<file path="src/rtl/fmap_bram_reader.sv">
// ---------------------------------------------------------------------------
// fmap_bram_reader
//   Reads the layer-1 output feature map back out of the dual-port BRAM32k
//   and streams it to the next layer as two 64-bit words per beat.
//   Port 1 fetches even word offsets and port 2 fetches odd offsets. A
//   RD_LAT-deep tracking pipe follows each issued pair through the BRAM. An
//   output FIFO then absorbs downstream backpressure. Its head is the
//   registered m_* stage.
//
// Optional build macro:
//   FMAP_READER_RELU_EN - when defined, each int8 lane is clamped to 0 if it
//                         is negative. The clamp is applied as data enters
//                         the FIFO and adds no latency. When undefined, data
//                         passes through bit-exact.
//
// Ports:
//   clk, rst              clock; synchronous active-high reset
//   start                 launch a job (sampled only when idle)
//   base_addr, num_words  job first word address and length in words
//   busy, done            job in progress / 1-cycle completion pulse
//   we_BRAM32k            tied low (read-only engine)
//   addr_BRAM32k_1/2      even/odd read addresses
//   dout_BRAM32k_1/2      even/odd read data
//   m_valid, m_ready      output stream handshake
//   m_data, m_keep        {odd, even} words and per-word valid
//   m_last                final beat of the job
// ---------------------------------------------------------------------------
module fmap_bram_reader #(
   parameter int ADDR_W = 12,
   parameter int DATA_W = 64,
   parameter int RD_LAT = 1,
   parameter int FIFO_D = 4
) (
   input  logic                clk,
   input  logic                rst,
   input  logic                start,
   input  logic [ADDR_W-1:0]   base_addr,
   input  logic [ADDR_W:0]     num_words,
   output logic                busy,
   output logic                done,
   output logic                we_BRAM32k,
   output logic [ADDR_W-1:0]   addr_BRAM32k_1,
   output logic [ADDR_W-1:0]   addr_BRAM32k_2,
   input  logic [DATA_W-1:0]   dout_BRAM32k_1,
   input  logic [DATA_W-1:0]   dout_BRAM32k_2,
   output logic                m_valid,
   input  logic                m_ready,
   output logic [2*DATA_W-1:0] m_data,
   output logic [1:0]          m_keep,
   output logic                m_last
);

   localparam int CNT_W = $clog2(FIFO_D + RD_LAT + 1);
   localparam int SD    = FIFO_D - 1;                  // storage behind the output register
   localparam int PW    = (SD > 1) ? $clog2(SD) : 1;
   localparam int EW    = 2*DATA_W + 3;                // {last, keep, data}

   typedef enum logic [1:0] {IDLE = 2'd0, READ = 2'd1, DRAIN = 2'd2, FIN = 2'd3} state_t;

   state_t              state;
   logic [ADDR_W:0]     left;                          // words still to issue
   logic                pv [RD_LAT];
   logic                pl [RD_LAT];
   logic [1:0]          pk [RD_LAT];
   logic [CNT_W-1:0]    occ;                           // beats held, output register included
   logic [CNT_W-1:0]    inflight;
   logic [CNT_W-1:0]    stor_cnt;
   logic [PW-1:0]       rd_ptr;
   logic [PW-1:0]       wr_ptr;
   logic [EW-1:0]       stor [SD];
   logic                issue;
   logic                last_pair;
   logic [1:0]          issue_keep;
   logic                pop;
   logic                wr;
   logic                load_out;
   logic                direct;
   logic [2*DATA_W-1:0] raw_data;
   logic [2*DATA_W-1:0] wr_data;

`ifdef FMAP_READER_RELU_EN
   function automatic logic [2*DATA_W-1:0] relu_lanes(input logic [2*DATA_W-1:0] d);
      logic [2*DATA_W-1:0] r;
      r = d;
      for (int i = 0; i < (2*DATA_W)/8; i++) begin
         if (d[8*i+7]) begin
            r[8*i +: 8] = 8'h00;
         end
      end
      return r;
   endfunction
`endif

   function automatic logic [PW-1:0] ptr_inc(input logic [PW-1:0] p);
      return (p == PW'(SD-1)) ? '0 : p + PW'(1);
   endfunction

   assign we_BRAM32k = 1'b0;

   // Count pairs currently travelling through the BRAM read latency.
   always_comb begin
      inflight = '0;
      for (int i = 0; i < RD_LAT; i++) begin
         inflight = inflight + CNT_W'(pv[i]);
      end
   end

   // The issue budget counts in-flight reads, so the FIFO can never overflow.
   assign issue      = (state == READ) && ((occ + inflight) < CNT_W'(FIFO_D));
   assign last_pair  = (left <= (ADDR_W+1)'(2));
   assign issue_keep = (left == (ADDR_W+1)'(1)) ? 2'b01 : 2'b11;

   assign pop      = m_valid && m_ready;
   assign wr       = pv[RD_LAT-1];
   assign stor_cnt = occ - CNT_W'(m_valid);
   assign load_out = !m_valid || pop;
   assign direct   = load_out && (stor_cnt == '0) && wr;
   assign raw_data = {(pk[RD_LAT-1][1] ? dout_BRAM32k_2 : {DATA_W{1'b0}}), dout_BRAM32k_1};

`ifdef FMAP_READER_RELU_EN
   assign wr_data = relu_lanes(raw_data);
`else
   assign wr_data = raw_data;
`endif

   // Job control FSM: address generation, busy and done.
   always_ff @(posedge clk) begin
      if (rst) begin
         state          <= IDLE;
         busy           <= 1'b0;
         done           <= 1'b0;
         left           <= '0;
         addr_BRAM32k_1 <= '0;
         addr_BRAM32k_2 <= '0;
      end else begin
         case (state)
            IDLE: begin
               done <= 1'b0;
               if (start) begin
                  busy <= 1'b1;
                  if (num_words == '0) begin
                     state <= FIN;
                  end else begin
                     addr_BRAM32k_1 <= base_addr;
                     // A single-word job leaves port 2 on its previous address.
                     if (num_words >= (ADDR_W+1)'(2)) begin
                        addr_BRAM32k_2 <= base_addr + ADDR_W'(1);
                     end
                     left  <= num_words;
                     state <= READ;
                  end
               end
            end
            READ: begin
               if (issue) begin
                  if (last_pair) begin
                     left  <= '0;
                     state <= DRAIN;
                  end else begin
                     left           <= left - (ADDR_W+1)'(2);
                     addr_BRAM32k_1 <= addr_BRAM32k_1 + ADDR_W'(2);
                     // Next pair is full only if at least two words remain after it.
                     if (left > (ADDR_W+1)'(3)) begin
                        addr_BRAM32k_2 <= addr_BRAM32k_1 + ADDR_W'(3);
                     end
                  end
               end
            end
            DRAIN: begin
               if (pop && m_last) begin
                  done  <= 1'b1;
                  busy  <= 1'b0;
                  state <= FIN;
               end
            end
            FIN: begin
               // Entered with done=1 from DRAIN; an empty job sets it here first.
               busy <= 1'b0;
               done <= ~done;
               if (done) begin
                  state <= IDLE;
               end
            end
            default: state <= IDLE;
         endcase
      end
   end

   // Return-path tracker: one stage per cycle of BRAM read latency.
   always_ff @(posedge clk) begin
      if (rst) begin
         for (int i = 0; i < RD_LAT; i++) begin
            pv[i] <= 1'b0;
            pl[i] <= 1'b0;
            pk[i] <= 2'b00;
         end
      end else begin
         pv[0] <= issue;
         pl[0] <= last_pair;
         pk[0] <= issue_keep;
         for (int i = 1; i < RD_LAT; i++) begin
            pv[i] <= pv[i-1];
            pl[i] <= pl[i-1];
            pk[i] <= pk[i-1];
         end
      end
   end

   // Output register (FIFO head) plus occupancy and storage pointers.
   always_ff @(posedge clk) begin
      if (rst) begin
         m_valid <= 1'b0;
         m_data  <= '0;
         m_keep  <= 2'b00;
         m_last  <= 1'b0;
         occ     <= '0;
         rd_ptr  <= '0;
         wr_ptr  <= '0;
      end else begin
         occ <= occ + CNT_W'(wr) - CNT_W'(pop);
         if (load_out) begin
            if (stor_cnt != '0) begin
               m_valid                  <= 1'b1;
               {m_last, m_keep, m_data} <= stor[rd_ptr];
               rd_ptr                   <= ptr_inc(rd_ptr);
            end else if (wr) begin
               m_valid                  <= 1'b1;
               {m_last, m_keep, m_data} <= {pl[RD_LAT-1], pk[RD_LAT-1], wr_data};
            end else begin
               m_valid <= 1'b0;
            end
         end
         if (wr && !direct) begin
            wr_ptr <= ptr_inc(wr_ptr);
         end
      end
   end

   // FIFO storage array (data only, no reset needed).
   always_ff @(posedge clk) begin
      if (wr && !direct) begin
         stor[wr_ptr] <= {pl[RD_LAT-1], pk[RD_LAT-1], wr_data};
      end
   end

endmodule

</file>
<file path="config.mk">
export PLATFORM = sky130hd
export DESIGN_NAME = fmap_bram_reader
export DESIGN_NICKNAME = d
export VERILOG_FILES = /design/src/rtl/fmap_bram_reader.sv
export SDC_FILE = /design/constraint.sdc
export NUM_CORES = 1
export LEC_CHECK = 0
export ABC_AREA = 1
export BUFFER_PORTS_ARGS = -buffer_cell sky130_fd_sc_hd__buf_2
export CAP_MARGIN = 20
export CELL_PAD_IN_SITES_DETAIL_PLACEMENT = 1
export CELL_PAD_IN_SITES_GLOBAL_PLACEMENT = 2
export CORE_ASPECT_RATIO = 1.2
export CORE_MARGIN = 2
export CORE_UTILIZATION = 40
export CTS_CLUSTER_SIZE = 40
export DETAILED_ROUTE_END_ITERATION = 12
export GPL_TIMING_DRIVEN = 1
export PLACE_DENSITY = 0.92
export SYNTH_ARGS = -nofsm -noshare
export SYNTH_HDL_FRONTEND = slang
export SYNTH_SLANG_ARGS = --single-unit
export TNS_END_PERCENT = 1
</file>
<file path="constraint.sdc">
create_clock -name clk -period 24 [get_ports clk]
set_clock_uncertainty 0.1 [all_clocks]
set_input_delay 0 -clock clk [delete_from_list [all_inputs] [get_ports clk]]
set_output_delay 0 -clock clk [all_outputs]
set_load 0.05 [all_outputs]
</file>
==> results by group, run 1 <==
Timing
  • Actual slew at the worst max-slew pin: 1.132 ns
  • Setup violators final: 0
  • Final Hold Fails: 0
  • Slew HR: 24.54%
  • Pins Over Slew Limit: 0
  • Fmax: 268.8 MHz
  • RSZ-0062 raised after global routing: no
  • Tcrit/Tclk final: 15.50%
  • Setup_tns: 0 ns
  • Final min period: 3.721 ns

CTS
  • Root Buffer: clkbuf_16
  • Longest Clk Path Bufs: 3
  • Worst-Skew Late Latency: 0.61 ns
  • TritonCTS clock tree: yes
  • Clock Sinks: 579
  • H-tree levels: 2
  • CTS Buf Count: 56
  • Post-cts resize count: 0
  • Clock slew at reported path FFs: 0.06 ns

Pwr
  • Power per Cell Area: 144.5 mW/mm^2
  • Sw power: 0.001960 W
  • Leakage: 12.00 nW
  • VDD IR max: 0.1568 mV
  • Sequential cell fraction of total power: 32.4%
  • Final total power: 0.004290 W
  • Clock network power share: 22.5%
  • Switching share of power: 45.69%
  • Power Internal: 0.002330 W
  • Comb power frac: 45.1%

Detailed routing
  • Avg WL per Cell: 20.94 um
  • Vias per cell: 5.358
  • Post-route ant nets: 0
  • DRC violations left: 0
  • Vias post-DR: 19,300
  • DRT iter0 DRCs: 1,145
  • Routed WL: 75.43 mm
  • Drt first pass iters: 5

Synth
  • FF+latch count, synth: 579
  • Number of flops mapped to enable cells by yosys: 393
  • Synth Cell Area: 0.02391 mm^2
  • Async SR Flop Fraction: 0%
  • Main synth FF type: edfxtp_1
  • Post-synthesis cell type count: 45
  • Synth Instances: 2,347
  • Syn avg cell area: 10.19 um^2
  • Post-synthesis sequential area ratio: 64.92%
  • Synth Net Count: 2,521
  • Synthesis Warnings: 0

Worst setup path
  • Startpoint Class: flip-flop
  • Worst setup EP type: flip-flop
  • Crit-path max FO: 86
  • CP Class: flip-flop to flip-flop
  • Reg2reg start: occ[0]
  • Critical Path Start: occ[0]
  • Crit path DAT: 4.10 ns
  • Critical Path RT: 24.38 ns

Global routing
  • First-pass GRT wire length: 117.0 mm
  • Total grt overflow: 0
  • Largest net degree at the start of global routing: 156
  • Gr usage total: 24.23%
  • Vias in the first global route: 20,970
  • Initial antenna violation count: 4

Placed design
  • Placer congestion estimate: 0.8413
  • Final HPWL DP: 42.23 mm
  • Port Buf Inserts: 314

Hold path
  • Hold path start: dout_BRAM32k_1[34]
  • Hold WC Path Type: primary input to flip-flop

Floorplan
  • I/O Pins: 316
  • Chip Height: 271.8 um
  • Die X: 227.2 um
  • Die area: 0.06176 mm^2
  • Core area: 0.05935 mm^2
  • Number of cell rows: 98
  • Initial core utilization: 40.30%

Cells and area
  • Final net count: 2,923
  • Layout cells sized above 1: 16.66%
  • FILL cells: 6,655
  • Syn-to-layout area delta: 24.19%
  • Final core occ: 50.04%

Run status
  • Status: finished, final reports clean

Run
  • Max-cap violation count: 0
==> power groups by stage <==
stage	registers [W]	logic, W	clock network, W
2_1_floorplan	0.00172	0.00105	0
4_1_cts	0.00139	0.00192	0.000983
5_1_grt	0.00141	0.00213	0.00102
3_5_place_dp	0.00141	0.00188	0
6_report	0.00139	0.00194	0.000964
3_3_place_gp	0.00140	0.00180	0
==> state kept, by name, summed over array words and instances (netlist names), named ones only <==
| register | cells |
|---|---|
| stor | 393 |
| m_data | 128 |
| left | 13 |
| addr_BRAM32k_1 | 12 |
| addr_BRAM32k_2 | 12 |
| occ | 3 |
| m_keep | 2 |
| pk | 2 |
| rd_ptr | 2 |
| state | 2 |
| wr_ptr | 2 |
| busy | 1 |
| done | 1 |
| m_last | 1 |
| m_valid | 1 |
| pl | 1 |
| pv | 1 |
==> cells in the final DEF (no fill, tap or decap), types with 9 or more instances in the layout <==
cell	n
a21oi_1	259
buf_2	314
buf_4	20
bufinv_16	11
clkbuf_1	9
clkbuf_16	58
clkinv_2	12
dfxtp_1	184
dlygate4sd3_1	164
edfxtp_1	393
ha_1	17
inv_1	136
nand2_1	483
nand3_1	163
nor2_1	105
nor3_1	10
o211ai_1	85
o21ai_0	268
o21ai_1	13
==> worst paths after layout <==
path                      end  slack, ns  depth (start not counted)
setup / recovery   m_data[39]      20.28                         13
hold / removal    stor[2][34]       0.05                          2
setup reg to reg   m_data[39]      20.28                         13
hold reg to reg          busy       0.37                          2
==> cells by family after synthesis <==
| logic type | after synthesis | share of synthesized area, % |
|---|---|---|
| flops | 579 | 64.92 |
| xor+xnor | 9 | 0.3296 |
| compound gates | 639 | 14.45 |
| simple gates | 800 | 14.07 |
| fa+ha+maj | 17 | 0.8894 |
| buf+inv | 302 | 5.321 |
| other cells | 1 | 0.01568 |
==> cell type report <==
type                    instances  area, um^2  share of cell area, %
diodes                          5       12.51                0.04213
repair buffers                500        3418                  11.51
clock buffers                  71        1540                  5.186
clock inverters                35       470.5                  1.584
flip-flops and latches        579       15530                  52.29
well taps                     800        1001                  3.370
multi-input cells            1466        7161                  24.11
inverters                     146       565.5                  1.904
==> worst max-delay path, cell delays in order (launching register included) <==
cell	delay, ns
dfxtp_1	0.34
inv_1	0.05
ha_1	0.28
inv_1	0.04
nor2_1	0.19
nand3_4	0.11
inv_2	0.05
buf_4	0.85
a21oi_4	0.09
buf_4	0.41
buf_4	0.33
buf_16	0.22
o21ai_0	0.32
a21oi_1	0.08
==> per-layer routing <==
layer,up-vias,global-route usage (%),part of all wire (%),wire [um]
met5,-,0,0,0
met4,0,11.04,4.2,3180
met3,160,3.959,4.7,3578
met2,509,43.85,51,38720
met1,9634,27.84,40,29950
li1,8996,-,-,-
==> repair_timing <==
action | 4_1_cts | 5_1_grt
endpoints found under the setup margin | 0 | 0
endpoints found under the hold margin | 565 | 0
buffers inserted | 0 | 0
hold buffers | 164 | 0
==> stage by stage <==
stage | setup WS, ns | std cells | hold slack (ns) | area (um^2)
final | 20.28 | 3602 | 0.05170 | 29700
after global routing | 20.04 | 3601 | 0.03150 | 29700
after CTS | 19.98 | 3595 | 0.01667 | 29630
after detailed placement | 20.02 | 3325 | 0.1191 | 25980
after global placement | 20.29 | 3325 | 0.1167 | 25980
after floorplan | 12.84 | 2347 | -0.01281 | 23910
==> Yosys cell counts (all sizes together), types with 7 or more instances <==
cell type,instances,share of area [%]
nand2,490,7.8
edfxtp,393,49
o21ai,281,5.9
a21oi,261,5.5
dfxtp,186,16
nand3,165,3.5
inv,145,2.3
nor2,115,2.0
buf,85,1.9
o211ai,85,2.7
clkbuf,71,1.1
ha,17,0.89
nor3,14,0.36
or2,7,0.19
No activity file was read; power rests on OpenSTA's default activity.
==> run 2: changes to the inputs <==
--- a/config.mk
+++ b/config.mk
@@ -12,11 +12,11 @@
 export CELL_PAD_IN_SITES_GLOBAL_PLACEMENT = 2
 export CORE_ASPECT_RATIO = 1.2
 export CORE_MARGIN = 2
-export CORE_UTILIZATION = 40
+export CORE_UTILIZATION = 33
 export CTS_CLUSTER_SIZE = 40
 export DETAILED_ROUTE_END_ITERATION = 12
 export GPL_TIMING_DRIVEN = 1
-export PLACE_DENSITY = 0.92
+export PLACE_DENSITY = 0.82
 export SYNTH_ARGS = -nofsm -noshare
 export SYNTH_HDL_FRONTEND = slang
 export SYNTH_SLANG_ARGS = --single-unit
==> constraint.sdc (replaced) <==
create_clock -name clk -period 3.1 [get_ports clk]
set_clock_uncertainty 0.1 [all_clocks]
set_input_delay 0 -clock clk [delete_from_list [all_inputs] [get_ports clk]]
set_output_delay 0 -clock clk [all_outputs]
set_load 0.05 [all_outputs]
==> run 2 against run 1 <==
- die area up 21%
- sequential power grew to 7.6 times the previous value
- total power grew to 7.8 times the previous value
- worst setup slack worse by 20 ns
- worst hold slack lost 0.017 ns
- maximum frequency increased by 31%
- sequential share of layout area decreased by 1.1 points
- first-iteration DRC count down 13%
- design area is 2.2% higher
- global-route usage decreased by 4.9 points
- combinational power increased to 7.8 times the previous value
- via count fell by 1.3%
==> results by group, run 2 (synthesis results as in run 1) <==
CTS
  • Root Buffer: clkbuf_16
  • TritonCTS clock tree: yes
  • Clock slew at reported path FFs: 0.07 ns (about the same)
  • Setup bufs post-CTS: 0 (unchanged)
  • Longest Clk Path Bufs: 3 (unchanged)
  • Number of hold buffers added after CTS: 176 (+7.3%)
  • Worst-Skew Late Latency: 0.63 ns (+0.02 ns)
  • Clock Sinks: 579 (unchanged)
  • CTS Buf Count: 58 (+3.6%)
  • H-tree levels: 2 (unchanged)
  • Post-cts resize count: 0 (unchanged)

Cells and area
  • Most frequent cells in the layout: nand2_1, edfxtp_1, buf_2
  • Most flops, register: stor
  • Final net count: 2,942 (+0.65%)
  • Syn-to-layout area delta: 26.97%
  • FILL cells: 8,046 (+21%)
  • Max FFs per register: 393 (unchanged)
  • Area of the multi-input gates: 0.007183 mm^2 (+0.31%)
  • Layout cells sized above 1: 17.26% (+0.60 points)
  • FF+latch area: 0.01553 mm^2 (about the same)
  • Top flop regs: stor (393), m_data (128), left (13)
  • Commonest non-fill, non-tap cell in the layout: nand2_1

Run
  • Max-cap violation count: 0 (unchanged)

Detailed routing
  • Vias post-DR: 19,050 (-1.3%)
  • DRT iter0 DRCs: 993 (-13%)
  • Vias per cell: 5.076 (-5.3%)
  • Drt first pass iters: 5 (unchanged)
  • Routed WL: 73.44 mm (-2.6%)
  • Avg WL per Cell: 19.57 um (-6.6%)
  • Post-route ant nets: 0 (unchanged)
  • DRC violations left: 0 (unchanged)

Hold path
  • Hold path start: dout_BRAM32k_1[23]
  • Hold WC Path Type: primary input to flip-flop

Worst setup path
  • Delay-heaviest family, CP: buffers and inverters
  • Startpoint Class: flip-flop
  • CP Class: flip-flop to flip-flop
  • Delay of the slowest critical-path stage: 0.56 ns (-0.29 ns)
  • Reg2reg start: state[1]
  • Crit-path max FO: 28 (-67%)
  • Worst setup EP type: flip-flop
  • Crit path DAT: 3.22 ns (-0.88 ns)
  • CP max stage cell: dlygate4sd3_1
  • Worst path bufs/invs: 4 (-3)
  • Most frequent CP cell: dlygate4sd3_1
  • Critical Path RT: 3.47 ns (-20.91 ns)
  • Worst path cell trace: inv_1 > ha_1 > buf_4 > nor2_1 > nand2_1 > dlygate4sd3_1 > a21oi_1 > dlygate4sd3_1
  • Critical Path Start: state[1]

Pwr
  • Leakage: 12.20 nW (+1.6%)
  • Power per Cell Area: 1106 mW/mm^2 (+670%)
  • VDD IR max: 1.025 mV (+550%)
  • Final total power: 0.03359 W (+680%)

Global routing
  • Gr usage total: 19.35% (-4.9 points)
  • Initial antenna violation count: 4 (unchanged)
  • Largest net degree at the start of global routing: 183 (+17%)
  • Vias in the first global route: 20,730 (-1.2%)
  • Total grt overflow: 0 (unchanged)
  • First-pass GRT wire length: 115.6 mm (-1.2%)

Run status
  • Status: finished, final reports clean

Floorplan
  • I/O Pins: 316 (unchanged)
  • Core area: 0.07202 mm^2 (+21%)
  • Initial core utilization: 33.20% (-7.1 points)
  • Die X: 249.7 um (+9.9%)
  • Number of cell rows: 108 (+10%)
  • Die area: 0.07464 mm^2 (+21%)
  • Chip Height: 298.9 um (+9.9%)

Placed design
  • Port Buf Inserts: 314 (unchanged)
  • Final HPWL DP: 43.02 mm (+1.9%)
  • Placer congestion estimate: 0.8311 (-1.2%)

Timing
  • Fmax: 351.0 MHz (+31%)
  • Tcrit/Tclk final: 91.90% (+76 points)
  • Final min period: 2.849 ns (-0.8719 ns)
  • RSZ-0062 raised after global routing: no
  • Hold_ws: 0.03493 ns (-0.01677 ns)
  • Slew HR: 40.80% (+16 points)
  • Setup violators final: 0 (unchanged)
  • Pins Over Slew Limit: 0 (unchanged)
  • Final Hold Fails: 0 (unchanged)
  • Actual slew at the worst max-slew pin: 0.8881 ns (-0.2438 ns)
## run 2: changes by cell type in the layout (fill, tap and decap cells not counted), sizes merged
cell and delta:
buf +5, bufinv +1, clkinv +1, clkinvlp +2, diode -3, dlygate4sd3 +12, inv -2
## run 2: final timing paths
kind | to | slack, ns | cells past startpoint
setup / recovery | left[0] | 0.25 | 8
setup reg to reg | left[0] | 0.25 | 8
hold reg to reg | stor[2][130] | 0.38 | 0
hold / removal | stor[1][23] | 0.03 | 2
## run 2: worst reg2reg max path, cell delays in order (launching register included)
cell and delay [ns]:
dfxtp_1 0.34, inv_1 0.13, ha_1 0.40, buf_4 0.37
nor2_1 0.14, nand2_1 0.08, dlygate4sd3_1 0.55, a21oi_1 0.06
dlygate4sd3_1 0.56
## run 2: cell type report
cell class                      count  area share (%)
Clock inverter                     37           1.751
Tap cell                          935           3.853
Clock buffer                       71           5.312
Timing Repair Buffer              517           12.39
Inverter                          146           1.863
Sequential cell                   579           51.16
Multi-Input combinational cell   1466           23.66
Antenna cell                        2         0.01648
## run 2: metal layers
metal / up-vias / wire length [um] / global-route usage, %
met2: 404 / 37690 / 35.75
met1: 9502 / 30740 / 22.90
met5: - / 24 / 0
met3: 121 / 2985 / 2.996
met4: 4 / 2005 / 6.139
li1: 9020 / - / -
## run 2: where the power goes
part / internal [W] / switching [W] / total (W) / leakage (nW)
registers: 0.00973 / 0.000888 / 0.0106 / 5.12
clock network: 0.00470 / 0.00308 / 0.00779 / 1.05
logic: 0.00407 / 0.0111 / 0.0152 / 6.03
total: 0.0185 / 0.0151 / 0.0336 / 12.2
## run 2: metrics by stage
stage	setup TNS, ns	cells	cell area, um^2	util (%)	setup WS (ns)
after global placement	0	3467	26450	36.73	0.5844
final	0	3753	30360	42.16	0.2512
after CTS	0	3751	30360	42.15	0.2542
after global routing	0	3753	30360	42.16	0.05475
after floorplan	-369.67	2347	23960	-	-1.702
after detailed placement	0	3467	26450	36.73	0.5702
